$ cat src/rtl/muldiv_seq_if.sv
// EX-stage <-> mul/div sequencer signal bundle: operation request, HI/LO
// moves, flush, and the architectural HI/LO plus status returned to the pipe.
interface muldiv_seq_if #(
  parameter int WIDTH = 32
);
  logic             start;
  logic [1:0]       op;
  logic [WIDTH-1:0] src_a;
  logic [WIDTH-1:0] src_b;
  logic             cancel;
  logic             mthi;
  logic             mtlo;
  logic [WIDTH-1:0] wdata;
  logic             hilo_req;
  logic [WIDTH-1:0] hi;
  logic [WIDTH-1:0] lo;
  logic             busy;
  logic             done;
  logic             div0;
  logic             stall;

  modport master (
    output start, op, src_a, src_b, cancel, mthi, mtlo, wdata, hilo_req,
    input  hi, lo, busy, done, div0, stall
  );

  modport slave (
    input  start, op, src_a, src_b, cancel, mthi, mtlo, wdata, hilo_req,
    output hi, lo, busy, done, div0, stall
  );
endinterface

$ cat src/rtl/muldiv_seq.sv
// Iterative MULT/MULTU/DIV/DIVU unit owning HI/LO: shift-add multiply and
// restoring divide on magnitudes, with sign fix-up on the final RUN edge.
module muldiv_seq #(
  parameter int WIDTH = 32
) (
  input  logic         clk,
  input  logic         rst,
  muldiv_seq_if.slave  bus
);
  localparam int CW = (WIDTH > 1) ? $clog2(WIDTH) : 1;

  typedef enum logic [1:0] {IDLE, PREP, RUN, DONE} state_t;

  state_t             r_state, w_state_nxt;
  logic [1:0]         r_op;
  logic [WIDTH-1:0]   r_srca, r_srcb;
  logic [WIDTH-1:0]   r_b;
  logic [2*WIDTH-1:0] r_acc;
  logic [CW-1:0]      r_cnt;
  logic               r_neg_res, r_neg_rem, r_div0;
  logic [WIDTH-1:0]   r_hi, r_lo;

  logic               w_is_div, w_signed, w_a_neg, w_b_neg, w_last;
  logic [WIDTH-1:0]   w_a_mag, w_b_mag;
  logic [WIDTH:0]     w_sum, w_trial;
  logic [2*WIDTH:0]   w_shl;
  logic [2*WIDTH-1:0] w_mul_nxt, w_div_nxt, w_acc_nxt, w_prod;
  logic [WIDTH-1:0]   w_q, w_r, w_rem_mag;

  assign w_is_div = r_op[1];
  assign w_signed = ~r_op[0];
  assign w_a_neg  = w_signed & r_srca[WIDTH-1];
  assign w_b_neg  = w_signed & r_srcb[WIDTH-1];
  assign w_a_mag  = w_a_neg ? -r_srca : r_srca;
  assign w_b_mag  = w_b_neg ? -r_srcb : r_srcb;
  assign w_last   = (r_state == RUN) && (r_cnt == '0);

  // Multiply step: lower half holds the remaining multiplier bits.
  assign w_sum     = {1'b0, r_acc[2*WIDTH-1:WIDTH]} + {1'b0, r_b};
  assign w_mul_nxt = r_acc[0] ? {w_sum, r_acc[WIDTH-1:1]}
                              : {1'b0, r_acc[2*WIDTH-1:1]};

  // Divide step: the extra top bit of w_shl keeps the shifted remainder exact.
  assign w_shl     = {r_acc, 1'b0};
  assign w_trial   = w_shl[2*WIDTH:WIDTH] - {1'b0, r_b};
  assign w_div_nxt = w_trial[WIDTH] ? w_shl[2*WIDTH-1:0]
                                    : {w_trial[WIDTH-1:0], w_shl[WIDTH-1:1], 1'b1};

  assign w_acc_nxt = w_is_div ? w_div_nxt : w_mul_nxt;
  assign w_prod    = r_neg_res ? -w_acc_nxt : w_acc_nxt;
  assign w_q       = r_neg_res ? -w_acc_nxt[WIDTH-1:0] : w_acc_nxt[WIDTH-1:0];
  assign w_rem_mag = w_acc_nxt[2*WIDTH-1:WIDTH];
  assign w_r       = r_neg_rem ? -w_rem_mag : w_rem_mag;

  always_ff @(posedge clk) begin
    if (rst) r_state <= IDLE;
    else     r_state <= w_state_nxt;
  end

  always_comb begin
    w_state_nxt = r_state;
    case (r_state)
      IDLE: if (bus.start && !bus.cancel) w_state_nxt = PREP;
      PREP: w_state_nxt = bus.cancel ? IDLE : RUN;
      RUN:  if (bus.cancel)  w_state_nxt = IDLE;
            else if (w_last) w_state_nxt = DONE;
      DONE: w_state_nxt = IDLE;
      default: w_state_nxt = IDLE;
    endcase
  end

  always_ff @(posedge clk) begin
    if (rst) begin
      r_op      <= '0;
      r_srca    <= '0;
      r_srcb    <= '0;
      r_b       <= '0;
      r_acc     <= '0;
      r_cnt     <= '0;
      r_neg_res <= 1'b0;
      r_neg_rem <= 1'b0;
      r_div0    <= 1'b0;
      r_hi      <= '0;
      r_lo      <= '0;
    end else begin
      case (r_state)
        IDLE: begin
          if (bus.mthi) r_hi <= bus.wdata;
          if (bus.mtlo) r_lo <= bus.wdata;
          if (bus.start && !bus.cancel) begin
            r_op   <= bus.op;
            r_srca <= bus.src_a;
            r_srcb <= bus.src_b;
          end
        end
        PREP: begin
          r_cnt     <= CW'(WIDTH - 1);
          r_neg_res <= w_a_neg ^ w_b_neg;
          r_neg_rem <= w_a_neg;
          r_div0    <= w_is_div && (r_srcb == '0);
          if (w_is_div) begin
            r_acc <= {{WIDTH{1'b0}}, w_a_mag};
            r_b   <= w_b_mag;
          end else begin
            r_acc <= {{WIDTH{1'b0}}, w_b_mag};
            r_b   <= w_a_mag;
          end
        end
        RUN: begin
          r_acc <= w_acc_nxt;
          r_cnt <= r_cnt - 1'b1;
          // A flush on the final edge leaves HI/LO untouched.
          if (w_last && !bus.cancel) begin
            if (w_is_div && r_div0) begin
              r_hi <= r_srca;
              r_lo <= '1;
            end else if (w_is_div) begin
              r_hi <= w_r;
              r_lo <= w_q;
            end else begin
              {r_hi, r_lo} <= w_prod;
            end
          end
        end
        default: ;
      endcase
    end
  end

  assign bus.hi    = r_hi;
  assign bus.lo    = r_lo;
  assign bus.busy  = (r_state != IDLE);
  assign bus.done  = (r_state == DONE);
  assign bus.div0  = (r_state == DONE) && r_div0;
  assign bus.stall = bus.hilo_req & bus.busy;
endmodule

$ cat src/flat_wrapper.sv
// flat-port wrapper written by rule: the top's interface ports become plain ports
module muldiv_seq_flat 
#(
  parameter int WIDTH = 32
)
  (clk, rst, bus_start, bus_op, bus_src_a, bus_src_b, bus_cancel, bus_mthi, bus_mtlo, bus_wdata, bus_hilo_req, bus_hi, bus_lo, bus_busy, bus_done, bus_div0, bus_stall);
  muldiv_seq_if #(.WIDTH(WIDTH)) bus_i ();
  input  logic clk;
  input  logic rst;
  input wire logic [$bits(bus_i.start)-1:0] bus_start;
  input wire logic [$bits(bus_i.op)-1:0] bus_op;
  input wire logic [$bits(bus_i.src_a)-1:0] bus_src_a;
  input wire logic [$bits(bus_i.src_b)-1:0] bus_src_b;
  input wire logic [$bits(bus_i.cancel)-1:0] bus_cancel;
  input wire logic [$bits(bus_i.mthi)-1:0] bus_mthi;
  input wire logic [$bits(bus_i.mtlo)-1:0] bus_mtlo;
  input wire logic [$bits(bus_i.wdata)-1:0] bus_wdata;
  input wire logic [$bits(bus_i.hilo_req)-1:0] bus_hilo_req;
  output wire logic [$bits(bus_i.hi)-1:0] bus_hi;
  output wire logic [$bits(bus_i.lo)-1:0] bus_lo;
  output wire logic [$bits(bus_i.busy)-1:0] bus_busy;
  output wire logic [$bits(bus_i.done)-1:0] bus_done;
  output wire logic [$bits(bus_i.div0)-1:0] bus_div0;
  output wire logic [$bits(bus_i.stall)-1:0] bus_stall;
  assign bus_i.start = bus_start;
  assign bus_i.op = bus_op;
  assign bus_i.src_a = bus_src_a;
  assign bus_i.src_b = bus_src_b;
  assign bus_i.cancel = bus_cancel;
  assign bus_i.mthi = bus_mthi;
  assign bus_i.mtlo = bus_mtlo;
  assign bus_i.wdata = bus_wdata;
  assign bus_i.hilo_req = bus_hilo_req;
  assign bus_hi = bus_i.hi;
  assign bus_lo = bus_i.lo;
  assign bus_busy = bus_i.busy;
  assign bus_done = bus_i.done;
  assign bus_div0 = bus_i.div0;
  assign bus_stall = bus_i.stall;
  muldiv_seq #(.WIDTH(WIDTH)) u_core (.clk(clk), .rst(rst), .bus(bus_i));
endmodule
$ cat config.mk
export PLATFORM = sky130hd
export DESIGN_NAME = muldiv_seq_flat
export DESIGN_NICKNAME = d
export VERILOG_FILES = /design/src/rtl/muldiv_seq_if.sv /design/src/rtl/muldiv_seq.sv /design/src/flat_wrapper.sv
export SDC_FILE = /design/constraint.sdc
export NUM_CORES = 1
export LEC_CHECK = 0
export ABC_CLOCK_PERIOD_IN_PS = 4940
export BUFFER_PORTS_ARGS = -buffer_cell sky130_fd_sc_hd__buf_2
export CAP_MARGIN = 30
export CORE_MARGIN = 2
export CORE_UTILIZATION = 30
export CTS_CLUSTER_DIAMETER = 60
export DETAILED_ROUTE_END_ITERATION = 10
export GPL_TIMING_DRIVEN = 0
export HOLD_SLACK_MARGIN = 0.15
export MAX_ROUTING_LAYER = met4
export SLEW_MARGIN = 40
export SYNTH_ARGS = -nofsm -noshare
export SYNTH_HDL_FRONTEND = slang
export SYNTH_SLANG_ARGS = --single-unit
$ cat constraint.sdc
create_clock -name clk -period 4.94 [get_ports clk]
set_clock_uncertainty 0.15 [all_clocks]
set_input_delay 0.494 -clock clk [delete_from_list [all_inputs] [get_ports clk]]
set_output_delay 0.494 -clock clk [all_outputs]
set_load 0.1 [all_outputs]
# ---- After elaboration in Yosys (flattened, before gate mapping)
# Cells that the tools add are included.
dict set report classes {
  eq_ne 8
  n_mux 27
  n_addsub 8
  n_bitwise 5
  n_reduce_logical 17
}
# operator n
set ops {}
lappend ops {{two-way mux 32 bit} 14}
lappend ops {{two-way mux 64 bit} 4}
lappend ops {{negation 32 bit} 4}
lappend ops {{one-hot mux 32 bit (2 select lines)} 2}
lappend ops {{one-hot mux 64 bit (2 select lines)} 1}
lappend ops {{negation 64 bit} 1}
lappend ops {{adder 32 x 32 -> 33 bit} 1}
lappend ops {{subtractor 33 x 32 -> 33 bit} 1}
lappend ops {{logical NOT 32 bit} 1}
lappend ops {{one-hot mux 5 bit (2 select lines)} 1}
lappend ops {{two-way mux 2 bit} 4}
lappend ops {{one-hot mux 2 bit (4 select lines)} 1}
lappend ops {{logical AND 1 bit} 6}
lappend ops {{!= test 2 bit (second input constant)} 3}
lappend ops {{AND reduction 3 bit} 2}
lappend ops {{nonzero test 2 bit} 3}
lappend ops {{logical NOT 5 bit} 1}
lappend ops {{subtractor 5 x 1 -> 5 bit (second input constant)} 1}
lappend ops {{equality test 2 bit (second input constant)} 2}
lappend ops {{AND reduction 2 bit} 2}
lappend ops {{bitwise AND 1 bit} 3}
lappend ops {{!= test 3 x 2 -> 1 bit (second input constant)} 1}
lappend ops {{equality test 2 x 1 -> 1 bit (second input constant)} 1}
lappend ops {{logical NOT 2 bit} 1}
lappend ops {{4 further kinds} 4}
dict set report totals {
  output_inout_bits 68
  register_bits 236
  inputBits 105
}

# ---- Depth between registers and ports, before layout
# Gate-level depths: netlist of run 1.
dict set report depth {
  word_depth 9
  mapped_depth 25
  mapped_depth_nobuf 22
}

# ---- Worst setup path before layout of run 1
# Ideal clock, no wire load.
dict set report synth_path {
  kind {flip-flop to flip-flop}
  start {register u_core.r_acc[31]}
  end {register u_core.r_hi[18], in the netlist u_core.bus.hi[18]}
  path_buffers 1
  arrival_ps 5159
  slack_ps -455
  period_less_slack_ps 5395
  stages_incl_launch_ff 24
  path_cell_list {dfxtp_1 -> clkbuf_1 -> inv_1 -> ha_1 -> fa_1 -> nand2b_1 -> a211oi_1 -> o21ai_1 -> a31oi_2 -> o21a_1 -> nor3_2 -> a21oi_1 -> ha_1 -> nand2_1 -> or3_4 -> o21a_1 -> a211oi_1 -> nand2b_1 -> nor4b_2 -> a41oi_1 -> xnor2_1 -> a211oi_1 -> a21oi_1 -> a211oi_1}
}
dict set report synth_between {
  elab_chain_cells 9
  elab_cells_between_ends 12
  cone_classes {add/sub: 3; mux: 9}
}
# element line
set synth_rtl {}
lappend synth_rtl {{start, declared} muldiv_seq.sv:18} ;# logic [2*WIDTH-1:0] r_acc;
lappend synth_rtl {{start signal, assigned} muldiv_seq.sv:102} ;# r_acc <= {{WIDTH{1'b0}}, w_a_mag};
lappend synth_rtl {{start signal, assigned} muldiv_seq.sv:105} ;# r_acc <= {{WIDTH{1'b0}}, w_b_mag};
lappend synth_rtl {{start signal, assigned} muldiv_seq.sv:110} ;# r_acc <= w_acc_nxt;
lappend synth_rtl {{subtractor 33 x 32 -> 33 bit} muldiv_seq.sv:45} ;# assign w_trial = w_shl[2*WIDTH:WIDTH] - {1'b0, r_b};
lappend synth_rtl {{two-way mux 64 bit} muldiv_seq.sv:46} ;# assign w_div_nxt = w_trial[WIDTH] ? w_shl[2*WIDTH-1:0]
lappend synth_rtl {{two-way mux 64 bit *} muldiv_seq.sv:49} ;# assign w_acc_nxt = w_is_div ? w_div_nxt : w_mul_nxt;
lappend synth_rtl {{negation 64 bit or negation 32 bit (tied branches)} {muldiv_seq.sv:50, muldiv_seq.sv:53}}
lappend synth_rtl {{two-way mux 64 bit or two-way mux 32 bit (tied branches)} {muldiv_seq.sv:50, muldiv_seq.sv:53}}
lappend synth_rtl {{two-way mux 32 bit *} muldiv_seq.sv:117} ;# end else if (w_is_div) begin
lappend synth_rtl {{two-way mux 32 bit *} muldiv_seq.sv:114} ;# if (w_is_div && r_div0) begin
lappend synth_rtl {{two-way mux 32 bit *} muldiv_seq.sv:113} ;# if (w_last && !bus.cancel) begin
lappend synth_rtl {{one-hot mux 32 bit (2 select lines) *} muldiv_seq.sv:86} ;# case (r_state)
lappend synth_rtl {{end signal, assigned} muldiv_seq.sv:88} ;# if (bus.mthi) r_hi <= bus.wdata;
lappend synth_rtl {{end signal, assigned} muldiv_seq.sv:115} ;# r_hi <= r_srca;
lappend synth_rtl {{end signal, assigned} muldiv_seq.sv:118} ;# r_hi <= w_r;
lappend synth_rtl {{end, declared} muldiv_seq.sv:21} ;# logic [WIDTH-1:0] r_hi, r_lo;
# Mark *: on every way between the ends. The rest lies on a longest branch, timed or not. The select of a mux whose other input is x is not followed.
# A chain may end at the register's enable or synchronous reset.

# ---- Worst setup path after layout of run 1
# Same ends and word-level chain as after synthesis.

==> impl_results.md, run 1 <==
* Slew margin rel. at 36.9%
* Antenna violations before repair at 2
* Sw Ratio at 42.9%
* Psw at 3.44 mW
* Synth Flop Type: dfxtp_1
* Post-layout min period at 5170 ps
* H-tree level count at 1
* Post-Syn Area at 0.0187 sq mm
* Drt total wl at 90400 um
* CTS Buf Count at 31
* Pint at 4.58 mW
* Row cnt at 91
* Buf+Inv Stages, Crit Path at 1
* Global-route wire length before repair at 130000 um
* RSZ-0062 raised after global routing: true
* Worst slew pin tran at 940 ps
* Pwr/cell area at 331 mW/mm^2
* Final hold vios at 0
* Die X at 254 um
* Setup crit start kind: register
* DRC Markers at 0
* Largest net degree at the start of global routing at 17
* GR Overflow Total at 0
* Die Y at 254 um
* Max VDD drop at 308 uV
* Seq cells post-synth at 236
* DIE AREA at 0.0644 sq mm
* Clock power frac at 30.0%
* Syn avg cell area at 7.34 sq um
* Failing checks: negative setup slack
* Total track usage at 27.7%
* Post-DP HPWL at 70800 um
* Largest cells by area after synthesis: dfxtp_1 25%, a21oi_1 7.3%, nand2_1 6.9%
* Max Fclk at 193 MHz
* Worst-path clk slew at 60 ps
* Synth-to-layout area growth at 29.4%
* Final nets at 3089
* Reg power frac at 28.0%
* CP arrival at 5540 ps
* Critical path's slowest cell: or3_4
* Synth cell count leaders: 346 x nand2_1, 284 x nor2_1, 274 x a21oi_1
* Post-Syn Instances at 2550
* Wirelength per Cell at 24.0 um
* Starting density of the core at 30.3%
* Clock latency on the worst-skew pair at 610 ps
* Hold crit path type: in2reg
* Power, Total at 8.02 mW
* Data required, critical path at 5310 ps
* GP Congestion at 1.01
* Outcome: complete, but fails checks
* Max-slew violations at 0
* ANT nets after route at 0
* Clock Sinks at 236
* Crit Path Max Fanout at 4
* Drt pass-1 iters at 8
* Crit path max-delay family: compound AO/OA/AOI/OAI gates
* Worst Setup End Kind: register
* Register area share after synthesis at 25.3%
* I/O pin count at 173
* Share of cells above drive strength 1 at 18.8%
* Starting DRT DRC Count at 2469
* Yosys top cell by area: dfxtp_1
* Critical path cell sequence: inv_4, ha_4, fa_2, nand2b_4, a211oi_4, o21ai_4, a31oi_4, o21a_4, nor3_4, a21oi_4, ha_4, nand2_4, or3_4, o21a_4, a211oi_4, nand2b_4, nor4b_4, a41oi_2, xnor2_2, a211oi_2, a21oi_1, a211oi_1
* CP peak stage delay at 420 ps
* DR vias/cell at 5.76
* Final worst slack at -230 ps
* Pleak at 9.58 nW
* Crit path kind: reg2reg
* PortBufs at 171
* Routed via count at 21700
* CTS tree: built
* EDFF count, synth at 0
* Buffer depth of the longest clock path at 3
* Number of max-cap violations at 0
* Comb power frac at 42.0%
* Share of the synthesized area in the top cell type at 25.3%
* TNS Setup at -1230 ps
* Clock Root Buffer: clkbuf_16
* Ys async rst share at 0%
* Core area at 0.0617 sq mm
* Vias in the first global route at 19800
* Distinct cells, synth at 93
* Syn nets at 2731
* Setup violations, final at 12
* Most common cell in the netlist: nand2_1
* Period utilization at 105%
* Synth Warn # at 0
## layout make-up
class                           instances  area (sq um)
Clock buffer                           42           867
Inverter                               86           325
Antenna cell                            2          5.00
Sequential cell                       236          4790
Multi-Input combinational cell       2047         13800
Fill cell                            6515         37500
Tap cell                              837          1050
Clock inverter                         16           216
Timing Repair Buffer                  333          2330
Buffer                                173           827
## stage by stage
| step | instances | worst slack [ps] | cell area [sq um] | hold WS, ps | utilization, % |
|---|---|---|---|---|---|
| 5_1_grt | 3772 | -380 | 24200 | 171 | 39.2 |
| 3_3_place_gp | 3558 | -1640 | 20700 | 288 | 33.5 |
| 6_report | 3772 | -230 | 24200 | 156 | 39.2 |
| 4_1_cts | 3745 | -235 | 23600 | 153 | 38.2 |
| 3_5_place_dp | 3558 | -1540 | 20700 | 290 | 33.6 |
| 2_1_floorplan | 2550 | 1.17 | 18800 | 300 | - |
## power groups by stage
stage | Clock [mW] | Sequential, mW | Combinational, mW
floorplan | 0 | 2.65 | 1.54
global placement | 0 | 2.27 | 2.79
detailed placement | 0 | 2.28 | 2.80
CTS | 2.40 | 2.24 | 3.15
global route | 2.49 | 2.26 | 3.53
finish | 2.40 | 2.25 | 3.37
## timing repair
action                     4_1_cts  5_1_grt
cloned                           0        0
pin swaps                       38       54
hold endpoints to repair       102        0
gates resized for setup        117      118
hold buffers                    91        0
setup endpoints to repair      117       89
setup buffers                   41       27
## cells by family (layout without fill, tap and decap cells)
family          count (synthesis)  in the layout  synth area share, %
simple gates                  914            914                 22.2
compound gates                809            809                 28.9
buf+inv                       267            650                 5.73
flops                         236            236                 25.3
xor+xnor                      156            156                 7.30
mux                            92             92                 5.43
fa+ha+maj                      76             76                 5.16
other cells                     0              2                    0
## placed cells by master (no fill, tap or decap), drive strengths merged, types with 16 or more instances in the layout
| cell | instances |
|---|---|
| a211oi | 77 |
| a21o | 37 |
| a21oi | 276 |
| a22oi | 31 |
| a311oi | 24 |
| a31oi | 27 |
| buf | 272 |
| clkbuf | 185 |
| dfxtp | 236 |
| dlygate4sd3 | 91 |
| ha | 74 |
| inv | 89 |
| mux2 | 16 |
| mux2i | 70 |
| nand2 | 348 |
| nand2b | 24 |
| nand3 | 30 |
| nand4 | 16 |
| nor2 | 284 |
| nor2b | 16 |
| nor3 | 87 |
| o211ai | 20 |
| o21ai | 124 |
| o221ai | 33 |
| o31ai | 24 |
| or3 | 21 |
| xnor2 | 84 |
| xor2 | 72 |
## worst register-to-register path: stages (launching register included)
cell	delay, ps
dfxtp_2	360
inv_4	40
ha_4	150
fa_2	330
nand2b_4	170
a211oi_4	360
o21ai_4	110
a31oi_4	300
o21a_4	230
nor3_4	80
a21oi_4	180
ha_4	170
nand2_4	50
or3_4	420
o21a_4	250
a211oi_4	180
nand2b_4	170
nor4b_4	260
a41oi_2	190
xnor2_2	230
a211oi_2	380
a21oi_1	80
a211oi_1	220
## flip-flops by register name, summed over array words and instances, names as in the netlist
signal / flops
u_core.r_neg_res: 1
u_core.bus.lo: 32
u_core.r_div0: 1
u_core.r_op: 2
u_core.bus.hi: 32
u_core.r_cnt: 5
u_core.r_b: 32
u_core.r_srcb: 32
u_core.r_acc: 64
u_core.r_state: 2
u_core.r_neg_rem: 1
u_core.r_srca: 32
## routing by layer
| layer | global-route usage (%) | part of all wire (%) | routed length [um] |
|---|---|---|---|
| met5 | - | 0 | 0 |
| met4 | 11.2 | 5.0 | 4530 |
| met3 | 5.34 | 9.3 | 8380 |
| met2 | 42.0 | 44 | 39500 |
| met1 | 36.0 | 42 | 38000 |
## worst paths after layout
check	from	end	slack, ps	depth (start not counted)
worst max-delay path	u_core.r_acc[31]$_SDFFE_PP0P_	u_core.bus.hi[18]$_SDFFE_PP0P_	-230	22
worst min-delay path	bus_wdata[31]	u_core.bus.lo[31]$_SDFFE_PP0P_	160	3
worst max register to register	u_core.r_acc[31]$_SDFFE_PP0P_	u_core.bus.hi[18]$_SDFFE_PP0P_	-230	22
worst min register to register	u_core.bus.lo[18]$_SDFFE_PP0P_	u_core.bus.lo[18]$_SDFFE_PP0P_	290	2
Power figures use the tool's default switching activity.
==> run 2, diff against run 1 <==
--- a/config.mk
+++ b/config.mk
@@ -15,6 +15,7 @@
 export GPL_TIMING_DRIVEN = 0
 export HOLD_SLACK_MARGIN = 0.15
 export MAX_ROUTING_LAYER = met4
+export PLACE_DENSITY = 0.57
 export SLEW_MARGIN = 40
 export SYNTH_ARGS = -nofsm -noshare
 export SYNTH_HDL_FRONTEND = slang
==> run 2 against run 1 <==
  * The run still ends with negative setup slack left
  * Sequential share of layout area up 0.29 points
  * Fmax fell by 0.12%
  * Global-route usage is essentially flat
  * Combinational power is 4% lower
  * Clock power hardly changed
  * Worst setup slack lost 6.1 ps
  * Sequential power barely moved
  * Non-clock buffer count decreased by 14
  * Die area stayed put
  * Critical path depth shrank 3
  * First-iteration DRC count decreased by 2.8%
  * Largest power group unchanged
  * Highest routed layer unchanged
==> impl_results.md, run 2 (synthesis results as in run 1) <==
* Routed via count at 21700 (-0.13%)
* Starting density of the core at 30.3% (unchanged)
* CP arrival at 5520 ps (-20 ps)
* Outcome: complete, but fails checks
* Starting DRT DRC Count at 2401 (-2.8%)
* Max-slew violations at 0 (unchanged)
* Share of cells above drive strength 1 at 17.3% (-1.5 points)
* H-tree level count at 1 (unchanged)
* Wirelength per Cell at 23.9 um (-0.20%)
* GR Overflow Total at 0 (unchanged)
* Hold crit path type: in2reg
* Final nets at 3074 (-0.49%)
* Register-to-Register Path Depth at 19 (-14%)
* Die X at 254 um (unchanged)
* Pleak at 9.43 nW (-1.6%)
* Comb power frac at 41.2% (-0.8 points)
* Top reg by flops: u_core.r_acc
* Number of flip-flops in the largest register at 64 (unchanged)
* DR vias/cell at 5.78 (+0.35%)
* Hold Path Sink: u_core.bus.lo[26]$_SDFFE_PP0P_
* Final instance area at 0.0238 sq mm (-1.6%)
* Hold Crit Depth at 3 (unchanged)
* Setup crit start kind: register
* Data required, critical path at 5280 ps (-30 ps)
* Setup violations, final at 9 (-3)
* Reg power frac at 28.5% (+0.5 points)
* I/O pin count at 173 (unchanged)
* Crit Path Max Fanout at 10 (+6)
* Antenna violations before repair at 2 (unchanged)
* Final worst slack at -236 ps (-6.12 ps)
* GP Congestion at 1.04 (+2.9%)
* RSZ-0062 raised after global routing: true
* Placed Area at 0.0207 sq mm (unchanged)
* Max Fclk at 193 MHz (-0.12%)
* Pint at 4.54 mW (-0.86%)
* Clock Sinks at 236 (unchanged)
* Max VDD drop at 255 uV (-17%)
* DIE AREA at 0.0644 sq mm (unchanged)
* Worst slew pin tran at 911 ps (-29.2 ps)
* Number of max-cap violations at 0 (unchanged)
* Cells after DPL at 3558 (unchanged)
* Worst flop-to-flop path startpoint: u_core.r_op[1]$_SDFFE_PP0P_
* Min Hold Slack at 173 ps (+17.1 ps)
* Commonest non-fill, non-tap cell in the layout: nand2_1
* Worst Setup End Kind: register
* Row cnt at 91 (unchanged)
* CTS Buf Count at 30 (-3.2%)
* Power, Total at 7.89 mW (-1.7%)
* Total track usage at 27.7% (about the same)
* Pre-CTS WS at -1530 ps (+9.38 ps)
* Crit Reg-Reg Endpoint: u_core.bus.hi[16]$_SDFFE_PP0P_
* DRC Markers at 0 (unchanged)
* Clock latency on the worst-skew pair at 610 ps (about the same)
* Non-Filler Instances at 3754 (-0.48%)
* Synth-to-layout area growth at 27.4%
* Most frequent cells in the layout: 340 x nand2_1, 282 x nor2_1, 268 x a21oi_1
* Final hold vios at 0 (unchanged)
* Clock power frac at 30.3% (+0.3 points)
* Final Util at 38.6% (-0.62 points)
* Buffer depth of the longest clock path at 3 (unchanged)
* Largest net degree at the start of global routing at 17 (unchanged)
* Global-route wire length before repair at 131000 um (+0.11%)
* Clock Root Buffer: clkbuf_16
* Sw Ratio at 42.5% (-0.46 points)
* Post-layout min period at 5180 ps (+6.12 ps)
* Psw at 3.35 mW (-2.7%)
* Failing checks: negative setup slack
* Drt total wl at 89800 um (-0.68%)
* CTS tree: built
* FF-to-FF setup slack at -240 ps (about the same)
* PortBufs at 171 (unchanged)
* Period utilization at 105% (+0.12 points)
* ANT nets after route at 0 (unchanged)
* Drt pass-1 iters at 6 (-2)
* Worst-path clk slew at 60 ps (about the same)
* Core area at 0.0617 sq mm (unchanged)
* Crit path kind: reg2reg
* TNS Setup at -953 ps (+282 ps)
* Post-DP HPWL at 71300 um (+0.67%)
* Pwr/cell area at 331 mW/mm^2 (about the same)
* Die Y at 254 um (unchanged)
* Slew margin rel. at 39.2% (+2.4 points)
* Vias in the first global route at 20100 (+1.7%)
* Hold_sp: bus_wdata[26]
==> run 2: cell types whose count changed in the layout (fill, tap and decap cells not counted), sizes merged <==
cell / before / now
clkinvlp: 1 / 2
inv: 89 / 90
clkinv: 9 / 6
clkbuf: 185 / 177
buf: 272 / 264
dlygate4sd3: 91 / 88
bufinv: 3 / 5
==> run 2: repair_timing <==
action	4_1_cts	5_1_grt
pin swaps	31	36
buffers inserted	36	23
endpoints found under the setup margin	117	50
hold buffers	88	0
gates resized for setup	104	72
endpoints found under the hold margin	95	0
==> run 2: worst max-delay path: stages (launching register included) <==
cell      delay, ps
dfxtp_1         510
buf_4           240
inv_1           170
clkbuf_2        310
clkbuf_2        320
buf_2           280
buf_2           260
a21oi_4         220
ha_4            180
nand2_4          50
or3_4           410
o21a_4          250
nor3_4          270
nor2_2          130
nor4_2          290
a31oi_1         170
xnor2_2         240
a211oi_2        270
a21oi_1          70
a211oi_1        250
==> run 2: how the worst max path moves through the flow <==
| stage | start | endpoint | slack [ps] |
|---|---|---|---|
| after floorplan | u_core.r_acc[31]$_SDFFE_PP0P_ | u_core.bus.hi[10]$_SDFFE_PP0P_ | 1 |
| after global placement | u_core.r_acc[31]$_SDFFE_PP0P_ | u_core.bus.hi[18]$_SDFFE_PP0P_ | -1590 |
| after detailed placement | u_core.r_acc[31]$_SDFFE_PP0P_ | u_core.bus.hi[18]$_SDFFE_PP0P_ | -1530 |
| after CTS | u_core.r_acc[31]$_SDFFE_PP0P_ | u_core.bus.hi[18]$_SDFFE_PP0P_ | -210 |
| after global routing | u_core.r_b[11]$_SDFFE_PP0N_ | u_core.bus.hi[16]$_SDFFE_PP0P_ | -410 |
| final | u_core.r_op[1]$_SDFFE_PP0P_ | u_core.bus.hi[16]$_SDFFE_PP0P_ | -240 |
==> run 2: layer usage <==
metal	global-route usage, %	part of all wire [%]	wire length (um)
met1	35.7	41	37000
met2	41.5	44	39100
met5	-	0	0
met3	5.83	10	9110
met4	12.3	5.2	4630
==> run 2: power by group through the flow <==
stage	sequential [mW]	clock (mW)	combinational, mW
detailed placement	2.28	0	2.79
floorplan	2.65	0	1.54
CTS	2.24	2.41	3.09
global route	2.26	2.49	3.41
global placement	2.27	0	2.79
finish	2.25	2.39	3.25
==> run 2: cell type report <==
| class | count | area (sq um) |
|---|---|---|
| diodes | 2 | 5.00 |
| plain buffers | 174 | 808 |
| clock buffers | 37 | 807 |
| clock inverters | 17 | 263 |
| fillers | 6605 | 37900 |
| inverters | 86 | 325 |
| multi-input cells | 2047 | 13600 |
| flip-flops and latches | 236 | 4780 |
| well taps | 837 | 1050 |
| repair buffers | 318 | 2200 |
